==> config.mk <==
export PLATFORM = sky130hd
export DESIGN_NAME = dds_sample_sequencer
export DESIGN_NICKNAME = d
export VERILOG_FILES = /design/src/rtl/dds_pkg.sv /design/src/rtl/sample_tick_gen.sv /design/src/rtl/dds_sample_sequencer.sv
export SDC_FILE = /design/constraint.sdc
export NUM_CORES = 1
export LEC_CHECK = 0
export BUFFER_PORTS_ARGS = -buffer_cell sky130_fd_sc_hd__buf_2
export CORE_UTILIZATION = 59
export CTS_BUF_LIST = sky130_fd_sc_hd__clkbuf_4 sky130_fd_sc_hd__clkbuf_8
export CTS_CLUSTER_DIAMETER = 50
export DETAILED_ROUTE_END_ITERATION = 8
export PLACE_DENSITY = 0.86
export SKIP_LAST_GASP = 1
export SLEW_MARGIN = 30
export SYNTH_ARGS = -nofsm -noshare
export SYNTH_HDL_FRONTEND = slang
export SYNTH_SLANG_ARGS = --single-unit
==> constraint.sdc <==
create_clock -name clk -period 3.8 [get_ports clk]
set_input_delay 0.76 -clock clk [delete_from_list [all_inputs] [get_ports clk]]
set_output_delay 0.76 -clock clk [all_outputs]
set_load 0.01 [all_outputs]
==> src/rtl/dds_pkg.sv <==
`default_nettype none
// ============================================================================
// Module      : dds_pkg
// Description : Shared types and default constants for the DDS sample
//               sequencer (FSM state encoding, default parameter values).
// Revision    : 1.0 - initial release
// ============================================================================
package dds_pkg;

  typedef enum logic [2:0] {
    IDLE      = 3'd0,
    FETCH     = 3'd1,
    ISSUE     = 3'd2,
    WAIT_BUSY = 3'd3,
    WAIT_DONE = 3'd4
  } state_t;

  localparam int PHASE_W_DEF  = 32;
  localparam int ADDR_W_DEF   = 12;
  localparam int DATA_W_DEF   = 12;
  localparam int TICK_DIV_DEF = 100;
  localparam int ROM_LAT_DEF  = 1;

  // Offset-binary zero level of a DATA_W_DEF-bit sample
  localparam int MIDSCALE = 2 ** (DATA_W_DEF - 1);

endpackage
`default_nettype wire

==> src/rtl/sample_tick_gen.sv <==
`default_nettype none
// ============================================================================
// Module      : sample_tick_gen
// Description : Sample pacing counter. Counts 0..TICK_DIV-1 while en is high
//               and asserts tick on the wrap; held at 0 while en is low.
//               TICK_DIV must be at least 2.
// Revision    : 1.0 - initial release
// ============================================================================
module sample_tick_gen #(
  parameter int TICK_DIV = 100
) (
  input  logic clk,
  input  logic rst,
  input  logic en,
  output logic tick
);

  localparam int CNT_W = $clog2(TICK_DIV);
  localparam logic [CNT_W-1:0] CNT_LAST = CNT_W'(TICK_DIV - 1);

  logic [CNT_W-1:0] cnt_q;
  logic [CNT_W-1:0] cnt_d;

  // Next count: wrap on the last count, park at zero when disabled
  always_comb begin
    tick  = en && (cnt_q == CNT_LAST);
    cnt_d = cnt_q;
    if (!en || tick) begin
      cnt_d = '0;
    end else begin
      cnt_d = cnt_q + 1'b1;
    end
  end

  // Counter register
  always_ff @(posedge clk) begin
    if (rst) begin
      cnt_q <= '0;
    end else begin
      cnt_q <= cnt_d;
    end
  end

endmodule
`default_nettype wire

==> src/rtl/dds_sample_sequencer.sv <==
`default_nettype none
// ============================================================================
// Module      : dds_sample_sequencer
// Description : Paced DDS phase accumulator feeding a waveform ROM; captures
//               each sample and hands it to the SPI DAC driver with a go/ready
//               handshake. Sticky underrun flag for ticks that arrive while a
//               transfer is still in flight (that tick's transfer is dropped).
//               Optional macro DDS_QUARTER_WAVE_EN: quarter-sine ROM with
//               quadrant mirroring of address and sample.
// Revision    : 1.0 - initial release
// ============================================================================
module dds_sample_sequencer
  import dds_pkg::*;
#(
  parameter int PHASE_W  = PHASE_W_DEF,
  parameter int ADDR_W   = ADDR_W_DEF,
  parameter int DATA_W   = DATA_W_DEF,
  parameter int TICK_DIV = TICK_DIV_DEF,
  parameter int ROM_LAT  = ROM_LAT_DEF
) (
  input  logic               clk,
  input  logic               rst,
  input  logic               en,
  input  logic [PHASE_W-1:0] tune_word,
  input  logic               tune_load,
  input  logic               clr_underrun,
  output logic [ADDR_W-1:0]  rom_addr,
  input  logic [DATA_W-1:0]  rom_data,
  output logic [DATA_W-1:0]  sample,
  output logic               go,
  input  logic               ready,
  output logic               busy,
  output logic               underrun
);

  // FETCH spans the address register cycle plus the ROM latency
  localparam int FCNT_W = $clog2(ROM_LAT + 2);
  localparam logic [FCNT_W-1:0] FETCH_LAST = FCNT_W'(ROM_LAT);

  logic               tick;
  logic [PHASE_W-1:0] phase_q, phase_d, phase_next;
  logic [PHASE_W-1:0] tune_q, tune_d;
  logic [ADDR_W-1:0]  rom_addr_q, rom_addr_d, addr_next;
  logic [DATA_W-1:0]  sample_q, sample_d, sample_cap;
  logic [FCNT_W-1:0]  fetch_cnt_q, fetch_cnt_d;
  logic               go_q, go_d;
  logic               busy_q, busy_d;
  logic               underrun_q, underrun_d;
  state_t             state_q, state_d;

  sample_tick_gen #(
    .TICK_DIV (TICK_DIV)
  ) u_tick_gen (
    .clk  (clk),
    .rst  (rst),
    .en   (en),
    .tick (tick)
  );

`ifdef DDS_QUARTER_WAVE_EN
  localparam int IDX_W = ADDR_W - 2;

  logic [1:0]         quad;
  logic [IDX_W-1:0]   idx;
  logic               mirror_q, mirror_d;
  logic [ROM_LAT-1:0] mirror_pipe_q, mirror_pipe_d;

  // Quadrant folding: odd quadrants read the table backwards
  always_comb begin
    phase_next = phase_q + tune_q;
    quad       = phase_next[PHASE_W-1 -: 2];
    idx        = phase_next[PHASE_W-3 -: IDX_W];
    if (quad[0]) begin
      idx = ~idx;
    end
    addr_next  = {2'b00, idx};
    mirror_d   = tick ? quad[1] : mirror_q;
    sample_cap = mirror_pipe_q[ROM_LAT-1] ? ~rom_data : rom_data;
  end

  // The sign bit travels with the ROM read so it lines up with rom_data
  if (ROM_LAT == 1) begin : g_mirror_lat1
    assign mirror_pipe_d = mirror_q;
  end else begin : g_mirror_shift
    assign mirror_pipe_d = {mirror_pipe_q[ROM_LAT-2:0], mirror_q};
  end

  // Sign-bit pipeline registers
  always_ff @(posedge clk) begin
    if (rst) begin
      mirror_q      <= 1'b0;
      mirror_pipe_q <= '0;
    end else begin
      mirror_q      <= mirror_d;
      mirror_pipe_q <= mirror_pipe_d;
    end
  end
`else
  // Full-table addressing from the top phase bits
  always_comb begin
    phase_next = phase_q + tune_q;
    addr_next  = phase_next[PHASE_W-1 -: ADDR_W];
    sample_cap = rom_data;
  end
`endif

  // Phase accumulator and ROM address advance once per tick, in any state
  always_comb begin
    tune_d     = tune_load ? tune_word : tune_q;
    phase_d    = phase_q;
    rom_addr_d = rom_addr_q;
    if (tick) begin
      phase_d    = phase_next;
      rom_addr_d = addr_next;
    end
  end

  // Transfer sequencing, underrun tracking and registered handshake outputs
  always_comb begin
    state_d     = state_q;
    fetch_cnt_d = fetch_cnt_q;
    sample_d    = sample_q;
    go_d        = 1'b0;
    underrun_d  = underrun_q;

    if (tick && (state_q != IDLE)) begin
      underrun_d = 1'b1;
    end else if (clr_underrun) begin
      underrun_d = 1'b0;
    end

    case (state_q)
      IDLE: begin
        if (tick) begin
          state_d     = FETCH;
          fetch_cnt_d = '0;
        end
      end
      FETCH: begin
        if (fetch_cnt_q == FETCH_LAST) begin
          sample_d = sample_cap;
          state_d  = ISSUE;
        end else begin
          fetch_cnt_d = fetch_cnt_q + 1'b1;
        end
      end
      ISSUE: begin
        if (ready) begin
          go_d    = 1'b1;
          state_d = WAIT_BUSY;
        end
      end
      WAIT_BUSY: begin
        if (!ready) begin
          state_d = WAIT_DONE;
        end
      end
      WAIT_DONE: begin
        if (ready) begin
          state_d = IDLE;
        end
      end
      default: state_d = IDLE;
    endcase

    busy_d = (state_d != IDLE);
  end

  // State and output registers
  always_ff @(posedge clk) begin
    if (rst) begin
      state_q     <= IDLE;
      fetch_cnt_q <= '0;
      phase_q     <= '0;
      tune_q      <= '0;
      rom_addr_q  <= '0;
      sample_q    <= '0;
      go_q        <= 1'b0;
      busy_q      <= 1'b0;
      underrun_q  <= 1'b0;
    end else begin
      state_q     <= state_d;
      fetch_cnt_q <= fetch_cnt_d;
      phase_q     <= phase_d;
      tune_q      <= tune_d;
      rom_addr_q  <= rom_addr_d;
      sample_q    <= sample_d;
      go_q        <= go_d;
      busy_q      <= busy_d;
      underrun_q  <= underrun_d;
    end
  end

  assign rom_addr = rom_addr_q;
  assign sample   = sample_q;
  assign go       = go_q;
  assign busy     = busy_q;
  assign underrun = underrun_q;

endmodule
`default_nettype wire

**After elaboration in Yosys (flattened, before gate mapping)**

Index checks and enable logic that the tools add are counted.

- Input bits: 50
- Logic and storage cells: 47
- Output and inout bits: 27
- Register bits after elaboration: 103

- Reductions and logical operators: 13
- Equal/unequal tests: 8
- $add $sub $neg: 3
- Bitwise logic cells: 1
- Muxes and demuxes: 12

Operator list:

| cell | count |
|---|---|
| 32-bit adder | 1 |
| 3-bit 2-to-1 mux | 5 |
| 3-bit case mux with 5 select lines | 1 |
| 7-bit by 1-bit adder with 7-bit output (second input constant) | 1 |
| 7-bit equality test (second input constant) | 1 |
| 3-bit by 2-bit equality test with 1-bit output (second input constant) | 2 |
| 3-bit nonzero test | 2 |
| 2-bit 2-to-1 mux | 2 |
| 2-bit != test (second input constant) | 2 |
| 2-bit case mux with 2 select lines | 1 |
| 2-bit nonzero test | 2 |
| 2-bit OR reduction | 2 |
| 3-bit by 1-bit equality test with 1-bit output (second input constant) | 1 |
| 3-bit equality test (second input constant) | 1 |
| 3-bit logical NOT | 1 |
| 1-bit 2-to-1 mux | 3 |
| 3-bit AND reduction | 1 |
| 2-bit by 1-bit adder with 2-bit output (second input constant) | 1 |
| 2-bit by 1-bit equality test with 1-bit output (second input constant) | 1 |
| 1-bit logical AND | 2 |
| 2-bit AND reduction | 1 |
| 1-bit logical NOT | 1 |
| 1-bit logical OR | 1 |
| 1-bit inverter | 1 |

**Longest topological paths before layout**

- Depth after elaboration: 5
- Gate-level depth with buffers: 10
- Mapped depth without buffers: 10

**Cells and area by module**

From an unflattened synthesis, not the netlist that was laid out.

- Cells, all modules: 609
- Area total of the unflattened synthesis: 5233.8 µm²

By module, submodules not included:

| module | area an instance (µm²) | cells an instance | seq. area each (µm²) | instances |
|---|---|---|---|---|
| dds_sample_sequencer | 4913.5 | 574 | 1681.6 | 1 |
| sample_tick_gen | 320.3 | 35 | 140.1 | 1 |

**Worst setup path after synthesis**

Ideal clock, no wire load.

- Path kind: flip-flop to flip-flop
- Start: reg phase_q[0]
- End: reg phase_q[26]
- Stages on the path, launching flop included: 11
- Arrival: 2525 ps
- Clock period less this slack: 2652 ps
- Setup time: 127 ps
- Slack: 1148 ps
- Cell sequence: dfxtp_1 > ha_1 > fa_1 > a21oi_1 > o21ai_2 > a2111oi_4 > o31ai_2 > a21oi_2 > o31a_4 > nor3_1 > or3b_1

- Word-level cells in the longest chain between the ends: 1

Ends and longest elaborated chain:

| element | RTL line | source |
|---|---|---|
| start: declaration | dds_sample_sequencer.sv:41 | `logic [PHASE_W-1:0] phase_q, phase_d, phase_next;` |
| start signal: assignment | dds_sample_sequencer.sv:184 | `phase_q <= phase_d;` |
| 32-bit adder | dds_sample_sequencer.sv:101 | `phase_next = phase_q + tune_q;` |

No other way between the ends.
A chain may end at the register's enable or synchronous reset.

**Worst setup path after layout**

Ends and elaborated chain as after synthesis.

==> out/results.tsv <==
metric	value	unit
run status	finished clean	
largest net degree at the start of global routing	48	
RSZ-0062 raised after global routing	no	
share of cells above drive strength 1	0.161	
Die Span X	95.0	µm
worst path bufs/invs	0	
Synth Area per Inst	8.26	µm²
number of nets in the layout	749	
initial drt markers	209	
Cell Area, Synth	0.00510	mm²
slowest stage delay, CP	0.50	ns
CP Data Required Time	4.06	ns
Startpoint Class	register	
Critical Path AT	3.12	ns
Peak VDD IR	0.000210	V
top cell type's share of synthesized area	0.357	
Yosys reg bits	91	
area of the core	0.00830	mm²
synth warn	0	
Net Count, Synth	701	
postcts setup bufs	0	
Tightest Hold Check Type	reg2reg	
Starting Density	0.614	
total grt overflow	0	
Die H	95.0	µm
initial antenna violation count	0	
I/O Buffers	76	
hold_sp	sample[7]$_SDFFE_PP0P_	
Critical path origin	phase_q[0]$_SDFFE_PP0P_	
async set-or-reset flop fraction in the synthesized netlist	0	
die area	0.00902	mm²
period utilization	0.754	
Post-synth EDFFs	0	
P_leak	2.61	nW
# IOs	77	
Final Core Density	0.680	
CP Class	reg2reg	
Rows	33	
top cells by area, synth	dfxtp_1, ha_1, a21oi_1, mux2i_1, nand2_1	
crit-path cells	ha_1 -> fa_1 -> a21oi_1 -> o21ai_2 -> a2111oi_4 -> o31ai_2 -> a21oi_2 -> o31a_4 -> nor3_1 -> or3b_1	
Final Cell Area	0.00564	mm²
first-pass GRT wire length	18400	µm
Clock H-tree levels	3	
CP max stage cell	a2111oi_4	
CTS Buffer Depth	2	
Routed WL	11300	µm
Final setup viols	0	
Max Clk Rate	349	MHz
vias in the first global route	4052	
final clock skew	0.0173	ns
diode count	0	
Clock Latency Late Sink	0.38	ns
number of iterations in the first detailed-routing pass	5	
slew margin rel.	0.620	
cells after synthesis	617	
synth unique cells	57	
Pwr Total	1.83	mW
Max-Cap Viols	0	
vias per cell	5.78	
post-CTS sizing	0	
worst hold slack	0.453	ns
clock root buffer	clkbuf_8	
final max-slew violation count	0	
Hold Vio Cnt, Final	0	
leading area contributor after synthesis	dfxtp_1	
CP endpoint kind	register	
remaining antenna violation count	0	
Global Route Usage Sum	0.259	
synthesis-to-layout area growth	10.7	%
Max FO, Critical Path	6	
placed cell areas	0.00543	mm²
TritonCTS clock tree	built	
Cell Pwr Density	325	mW/mm²
Fin Setup TNS	0	ns
Least-Margin Pin Slew	0.569	ns
CTS buffer count	9	
CTS Sinks	91	
Synth Flop Type	dfxtp_1	
DP Wirelength	8230	µm
Reg clk slew, reported paths	0.09	ns
DR vias	4482	
GP Congestion	0.919	
CP top delay family	compound AO/OA/AOI/OAI gates	
drt wl/cell	14.6	µm
hold buffer count at CTS	0	
Tmin final	2.87	ns
sequential area share after synthesis	0.357	
Worst R2R Start	phase_q[0]$_SDFFE_PP0P_	
DR DRC count	0	
-- path summary, 6_finish.rpt --
path,cells after the start,slack [ns],end
worst max register to register,10,0.93,phase_q[26]$_SDFFE_PP0P_
worst min-delay path,2,0.45,sample[7]$_SDFFE_PP0P_
worst max-delay path,10,0.93,phase_q[26]$_SDFFE_PP0P_
worst min register to register,2,0.45,sample[7]$_SDFFE_PP0P_
-- worst register-to-register path: cells and delay by family, from the launching register on --
family / cells / cell delay [ns]
DFF: 1 / 0.32
adders and majority gates: 2 / 0.64
AOI/OAI and AO/OA: 6 / 1.41
and+or+nand+nor: 2 / 0.40
-- area by class of cell --
cell class	count	area (µm²)
multi-input cells	472	3030
inverters	11	41.3
fillers	682	2660
repair buffers	80	413
flip-flops and latches	91	1820
well taps	105	131
clock inverters	6	70.1
clock buffers	10	138
-- Yosys cell counts, types with 6 or more instances --
cell type and count:
nand3_1 10, buf_4 12, nor2_1 64, nand2_1 86
a21o_1 12, nand4_1 6, and3_1 12, nor3_1 12
buf_1 9, o21bai_1 6, mux2i_1 33, xor2_1 12
clkbuf_1 22, ha_1 33, dfxtp_1 91, o21ai_0 17
xnor2_1 15, a21oi_1 70, inv_1 11, a211oi_1 9
-- metal layers --
| metal | GRT usage | up-vias | wire length, µm |
|---|---|---|---|
| li1 | - | 2254 | - |
| met1 | 0.326 | 2125 | 4970 |
| met2 | 0.442 | 94 | 5750 |
| met3 | 0.0612 | 9 | 495 |
| met4 | 0.0694 | 0 | 91 |
| met5 | 0 | - | 0 |
-- report_power, final --
part / switching [mW] / leakage (nW) / internal, mW
Sequential: 0.0146 / 0.740 / 0.974
Clock: 0.368 / 0.108 / 0.329
Combinational: 0.0838 / 1.76 / 0.0649
-- logic make-up (layout without fill, tap and decap cells) --
logic type      after synthesis  in the layout  share of synthesized area
xor+xnor                     27             27                     0.0464
simple gates                229            229                      0.210
fa+ha+maj                    34             34                     0.0849
compound gates              148            148                      0.186
buf+inv                      54            107                     0.0486
flops                        91             91                      0.357
mux                          34             34                     0.0670
-- sequential cells by signal, indices dropped and copies added (netlist names) --
signal	flops
fetch_cnt_q	2
phase_q	32
u_tick_gen.cnt_q	7
underrun	1
go	1
sample	12
tune_q	32
busy	1
state_q	3
-- cell usage in the layout (no fill, tap or decap), types with 5 or more instances in the layout --
master    Yosys  layout
inv_1        11      11
a211oi_1      9       9
nand4_1       6       6
mux2i_1      33      33
nor2_1       64      64
nand3_1      10      10
o21bai_1      6       6
dfxtp_1      91      91
nor3b_1       5       5
buf_2         0      75
xor2_1       12      12
nand2b_1      5       5
nor3_1       12      12
a21oi_1      70      70
and3_1       12      12
buf_4        12       5
a21o_1       12      12
clkbuf_8      0      10
xnor2_1      15      15
nand2_1      86      86
ha_1         33      33
o21ai_0      17      17
-- stage by stage --
| stage | instances | setup slack (ns) |
|---|---|---|
| floorplan | 617 | 1.15 |
| global placement | 759 | 1.03 |
| detailed placement | 759 | 0.942 |
| CTS | 775 | 0.947 |
| global route | 775 | 0.752 |
| finish | 775 | 0.933 |
No activity file was read; power rests on OpenSTA's default activity.
